===== src/rtl/data_sram_bridge.sv =====
// rtl/data_sram_bridge.sv - CPU data port to SRAM-like bus bridge with one outstanding access
module data_sram_bridge (
  input  logic        cpu_clk_50M,
  input  logic        cpu_rst,
  input  logic        dce,
  input  logic [3:0]  we,
  input  logic [31:0] daddr,
  input  logic [31:0] din,
  input  logic        flush,
  output logic [31:0] dm,
  output logic        stallreq,
  output logic        data_req,
  output logic        data_wr,
  output logic [1:0]  data_size,
  output logic [31:0] data_addr,
  output logic [31:0] data_wdata,
  input  logic        data_addr_ok,
  input  logic        data_data_ok,
  input  logic [31:0] data_rdata
);

  typedef enum logic [1:0] {
    IDLE = 2'd0,
    ADDR = 2'd1,
    DATA = 2'd2,
    DONE = 2'd3
  } state_t;

  state_t      state_q, state_d;
  logic        cancel_q, cancel_d;
  logic [31:0] dm_q, dm_d;
  logic        wr_q, wr_d;
  logic [1:0]  size_q, size_d;
  logic [31:0] addr_q, addr_d;
  logic [31:0] wdata_q, wdata_d;

  logic        accept;
  logic        xfer_done;
  logic [1:0]  enc_size;
  logic [1:0]  enc_off;
  logic        unused_daddr_lsb;

  // The low address bits come from the byte enables; daddr[1:0] is redundant.
  assign unused_daddr_lsb = ^daddr[1:0];

  always_comb begin
    enc_size = 2'd2;
    enc_off  = 2'b00;
    case (we)
      4'b0011: begin enc_size = 2'd1; enc_off = 2'b00; end
      4'b1100: begin enc_size = 2'd1; enc_off = 2'b10; end
      4'b0001: begin enc_size = 2'd0; enc_off = 2'b00; end
      4'b0010: begin enc_size = 2'd0; enc_off = 2'b01; end
      4'b0100: begin enc_size = 2'd0; enc_off = 2'b10; end
      4'b1000: begin enc_size = 2'd0; enc_off = 2'b11; end
      default: begin enc_size = 2'd2; enc_off = 2'b00; end
    endcase
  end

  assign accept    = (state_q == IDLE) && dce && !flush;
  assign xfer_done = ((state_q == ADDR) && data_addr_ok && data_data_ok) ||
                     ((state_q == DATA) && data_data_ok);

  always_ff @(posedge cpu_clk_50M or posedge cpu_rst) begin
    if (cpu_rst) begin
      state_q <= IDLE;
    end else begin
      state_q <= state_d;
    end
  end

  always_comb begin
    state_d = state_q;
    case (state_q)
      IDLE: if (accept) state_d = ADDR;
      ADDR: begin
        if (data_addr_ok && data_data_ok) begin
          state_d = DONE;
        end else if (data_addr_ok) begin
          state_d = DATA;
        end
      end
      DATA: if (data_data_ok) state_d = DONE;
      DONE: state_d = IDLE;
      default: state_d = IDLE;
    endcase
  end

  always_comb begin
    data_req = (state_q == ADDR);
    stallreq = accept || (state_q == ADDR) || (state_q == DATA);
  end

  always_comb begin
    wr_d    = wr_q;
    size_d  = size_q;
    addr_d  = addr_q;
    wdata_d = wdata_q;
    if (accept) begin
      wr_d    = |we;
      size_d  = enc_size;
      addr_d  = {daddr[31:2], enc_off};
      wdata_d = din;
    end
  end

  // A flush landing on the data_ok cycle itself must also suppress the load.
  always_comb begin
    cancel_d = cancel_q;
    dm_d     = dm_q;
    if (((state_q == ADDR) || (state_q == DATA)) && flush) begin
      cancel_d = 1'b1;
    end
    if (state_q == DONE) begin
      cancel_d = 1'b0;
    end
    if (xfer_done && !wr_q && !cancel_q && !flush) begin
      dm_d = data_rdata;
    end
  end

  always_ff @(posedge cpu_clk_50M or posedge cpu_rst) begin
    if (cpu_rst) begin
      cancel_q <= 1'b0;
      dm_q     <= 32'd0;
      wr_q     <= 1'b0;
      size_q   <= 2'd0;
      addr_q   <= 32'd0;
      wdata_q  <= 32'd0;
    end else begin
      cancel_q <= cancel_d;
      dm_q     <= dm_d;
      wr_q     <= wr_d;
      size_q   <= size_d;
      addr_q   <= addr_d;
      wdata_q  <= wdata_d;
    end
  end

  assign dm         = dm_q;
  assign data_wr    = wr_q;
  assign data_size  = size_q;
  assign data_addr  = addr_q;
  assign data_wdata = wdata_q;

endmodule


===== config.mk =====
export PLATFORM = sky130hd
export DESIGN_NAME = data_sram_bridge
export DESIGN_NICKNAME = d
export VERILOG_FILES = /design/src/rtl/data_sram_bridge.sv
export SDC_FILE = /design/constraint.sdc
export NUM_CORES = 1
export LEC_CHECK = 0
export BUFFER_PORTS_ARGS = -buffer_cell sky130_fd_sc_hd__buf_2
export CELL_PAD_IN_SITES_DETAIL_PLACEMENT = 1
export CELL_PAD_IN_SITES_GLOBAL_PLACEMENT = 1
export CORE_ASPECT_RATIO = 0.75
export CORE_MARGIN = 4
export CORE_UTILIZATION = 35
export CTS_CLUSTER_SIZE = 25
export DETAILED_ROUTE_END_ITERATION = 10
export PLACE_DENSITY = 0.77
export SLEW_MARGIN = 0
export SYNTH_ARGS = -nofsm -noshare
export SYNTH_HDL_FRONTEND = slang
export SYNTH_SLANG_ARGS = --single-unit

===== constraint.sdc =====
create_clock -name cpu_clk_50M -period 4.83 [get_ports cpu_clk_50M]
set_input_delay 1.2075 -clock cpu_clk_50M [delete_from_list [all_inputs] [get_ports cpu_clk_50M]]
set_output_delay 1.2075 -clock cpu_clk_50M [all_outputs]
set_load 0.02 [all_outputs]

### After elaboration in Yosys (flattened, before gate mapping)

Cells that the tools add are included.

| storage, ports and cells | value |
|---|---|
| register bits after elaboration | 102 |
| bits of input ports | 106 |
| word-level logic and storage cells | 52 |

| cells by class | value |
|---|---|
| eq/ne operators | 12 |
| multiplexer cells | 9 |
| reduce and logical (&&, ||, !) cells | 24 |

Operators by type and width:

| kind | number |
|---|---|
| 1-bit logical AND | 10 |
| 4-bit by 2-bit == test with 1-bit output, second input constant | 2 |
| 4-bit == test, second input constant | 2 |
| 2-bit 2-to-1 mux | 4 |
| 2-bit case mux with 4 select lines | 1 |
| 4-bit OR reduction | 2 |
| 2-bit case mux with 3 select lines | 1 |
| 2-bit == test, second input constant | 2 |
| 4-bit by 1-bit == test with 1-bit output, second input constant | 1 |
| 4-bit by 3-bit == test with 1-bit output, second input constant | 1 |
| 1-bit logical OR | 4 |
| 2-bit inequality test, second input constant | 2 |
| 2-bit case mux with 2 select lines | 1 |
| 2-bit OR reduction | 2 |
| 1-bit zero test | 3 |
| 3-bit by 1-bit inequality test with 1-bit output, second input constant | 1 |
| 3-bit AND reduction | 1 |
| 2-bit by 1-bit == test with 1-bit output, second input constant | 1 |
| 2-bit zero test | 1 |
| 1-bit 2-to-1 mux | 2 |
| 2-bit nonzero test | 1 |

### Logic depth before layout (Yosys ltp)

| depth | value |
|---|---|
| depth in word-level cells | 7 |
| gate-level depth with buffers | 7 |
| gate-level depth less buffers | 5 |

### Worst setup path before layout

No wires, ideal clock.

| timing path | value |
|---|---|
| kind | input to output |
| from | in flush |
| to | out stallreq |
| data arrival time | 1919 ps |
| data required time | 3623 ps |
| path slack | 1704 ps |
| stages | 4 |
| cells stage by stage | nand3b_1 > buf_2 > buf_1 > nand2_1 |

| on the way | value |
|---|---|
| longest elaborated chain between the ends | 4 |

RTL lines:

| item | RTL line | RTL |
|---|---|---|
| start, declared | 9 | `input logic flush,` |
| 1-bit zero test | 60 | `assign accept = (state_q == IDLE) && dce && !flush;` |
| 1-bit logical AND | 60 |  |
| 1-bit logical OR (2 in series) | 91 | `stallreq = accept \|\| (state_q == ADDR) \|\| (state_q == DATA);` |
| end, declared | 11 | `output logic stallreq,` |

Every way passes these cells.

### Final worst setup path

Same ends and word-level chain as after synthesis.

==> results.tsv <==
stage	metric	value	unit
synthesis	post-synthesis cell type count	26	
timing	clock skew	0.00625	ns
synthesis	Yosys top cell by area	dfrtp_1	
final_layout	Area Overhead vs Synth	36.9	%
setup_path	Worst EP arrival	1.72	ns
final_layout	Post-Layout Inst Area	5440	um^2
setup_path	CP endpoint kind	primary output	
final_layout	share of layout cells above drive strength 1	69.1	%
synthesis	Seq/Total Area, Yosys	64.2	%
synthesis	Most used DFF post-synth	dfrtp_1	
run_status	run status	completed	
synthesis	Post-synth top cells	dfrtp_1 (102), mux2_2 (93), buf_2 (7)	
clocking	TritonCTS clock tree	done	
timing	Worst slew margin	39.7	%
clocking	Skew-Pair Late Insertion Delay	0.33	ns
setup_path	CP startpoint kind	input port	
timing	final number of hold-violating endpoints	0	
route	wire per inst	17.2	um
setup_path	reg2reg setup slack	2.69	ns
power	Design Power	3920	uW
place	PortBufs	204	
power	leak pwr	0.00279	uW
floorplan	Starting Density	36.1	%
synthesis	synthesized cell area	3980	um^2
timing	RSZ-0062 raised after global routing	false	
power	Max rail drop VDD	0.000328	V
synthesis	synthesized area per cell	16.1	um^2
clocking	postcts setup bufs	0	
grt	Overall Global Routing Usage	15.1	%
route	DR iter-0 viols	93	
clocking	H-tree depth	3	
worst_hold_path	Worst Hold Class	flip-flop to flip-flop	
power	pwr/cell area	719	nW/um^2
grt	global-route met1 utilization	17.3	%
synthesis	Post-synth EDFFs	0	
grt	GRT overflow	0	
final_layout	final core utilization	49.4	%
route	ANT nets after route	0	
final_layout	number of fill cells in the layout	1177	
place	Final GP Congestion	0.780	
floorplan	Die X	131	um
synthesis	Synth Instances	247	
timing	Slew Limit Fails	0	
setup_path	RR Startpoint	state_q[0]$_DFFE_PP0P_	
floorplan	core area	11000	um^2
clocking	Clock Path Buffers	2	
route	final WL	10.3	mm
timing	Slew @ Worst Pin	0.904	ns
place	dpl cells	583	
setup_path	CP startpoint	flush	
timing	Fin Setup TNS	0	ns
worst_hold_path	worst hold path depth	2	
synthesis	post-synthesis register bit count	102	
run	MaxCap Viol Count	0	
synthesis	synth top area cells	dfrtp_1 (64%), mux2_2 (26%), ha_1 (1.6%), buf_2 (0.88%), buf_6 (0.85%)	
setup_path	FF-to-FF End	data_addr[29]$_DFFE_PP0P_	
setup_path	Reg2Reg Depth	5	
grt	GRT met2 Usage	26.8	%
setup_path	CP max FO	4	
grt	first-pass GRT wire length	15.7	mm
worst_hold_path	hold path start	data_size[1]$_DFFE_PP0P_	
synthesis	post-synth top area share	64.2	%
worst_hold_path	Hold EP	data_size[1]$_DFFE_PP0P_	
grt	global routing usage on met3	5.53	%
clocking	post-cts sizing count	0	
clocking	CTS Buf Count	9	
final_layout	Final #Nets	565	
clocking	clk root buf	clkbuf_16	
grt	number of global-route vias before repair	3061	
setup_path	critical path class	input port to primary output	
synthesis	async set or reset register ratio after synthesis	100	%
grt	largest net degree at the start of global routing	74	
route	drt drc	0	
final_layout	final instance count without filler cells	600	
floorplan	die area	13100	um^2
place	HPWL after DPL	8.03	mm
floorplan	Ports	207	
route	DR vias/cell	4.66	
setup_path	Required @ worst endpoint	3.62	ns
synthesis	count leader, synth	dfrtp_1	
timing	Final Setup Violations	0	
timing	minimum clock period	2.93	ns
timing	Period Utilization, post-route	60.6	%
clocking	Reg clk slew, reported paths	0.06	ns
timing	Fmax	0.341	GHz
synthesis	Syn Nets	358	
clocking	Hold Buf Count CTS	0	
clocking	clock sink count	102	
grt	antenna violations before repair	1	
route	1st-pass router iterations	4	
grt	grt peak-use layer	met2	
floorplan	Die Y	100	um
synthesis	yosys warns	0	
route	vias	2794	
floorplan	Core Rows	33	
place	Area after DPL	5120	um^2
[worst max-delay path by stage]
stage,to,depth (start not counted),slack [ns]
after floorplan,cancel_q$_DFFE_PP0P_,1,0.95
after global placement,stallreq,4,1.91
after detailed placement,stallreq,4,1.89
after CTS,stallreq,4,1.89
after global routing,stallreq,4,1.85
final,stallreq,4,1.90
[cells by family (layout without fill, tap and decap cells)]
kind of cell             after synthesis  after routing  synth area share [%]
flip-flops                           102            102                  64.2
multiplexers                          96             96                  27.2
buffers and inverters                 16            228                  2.30
AND/OR/NAND/NOR                       15             15                  2.36
AO/OA/AOI/OAI                         11             11                  1.95
adder cells (fa/ha/maj)                5              5                  1.57
XOR/XNOR                               2              2                 0.441
other                                  0              1                     0
[metrics by stage]
step	hold slack (ns)	setup slack, ns
2_1_floorplan	0.519	0.947
3_3_place_gp	0.457	1.91
3_5_place_dp	0.471	1.89
4_1_cts	0.497	1.89
5_1_grt	0.518	1.85
6_report	0.490	1.90
[registers in the layout, indices dropped and copies added (netlist names)]
signal / count
data_addr: 32
data_wdata: 32
dm: 32
data_size: 2
state_q: 2
cancel_q: 1
data_wr: 1
[cell type report]
cell class	instances	area, um^2	area share (%)
antenna	1	2.50	0.0460
sequential	102	2550	46.9
multi-input combinational	129	1330	24.5
tap	140	175	3.22
inverter	5	21.3	0.391
clock inverter	5	83.8	1.54
timing repair buffer	207	1040	19.2
clock buffer	11	233	4.28
[critical path, stage by stage]
cell and delay, ns:
buf_2 0.12, nand3b_1 0.17, nand2_1 0.07, buf_2 0.15
[cells in the final DEF (no fill, tap or decap), types with 3 or more instances in the layout]
cell type and count:
buf_4 3, inv_1 4, dfrtp_1 102, nand2_1 5, mux2_2 93, buf_2 204, ha_1 5, nor2_1 5
clkbuf_16 9
[power by group]
part	total (uW)	switching [uW]	internal (uW)
sequential	1480	208	1280
combinational	1670	977	694
clock	761	305	456
total	3920	1490	2430
[layer usage]
metal | part of all wire (%) | routed length (um)
met1 | 39 | 3990
met2 | 51 | 5250
met3 | 9.0 | 930
met4 | 1.3 | 129
met5 | 0 | 0
Note: power is estimated with default switching activity, not from simulation.
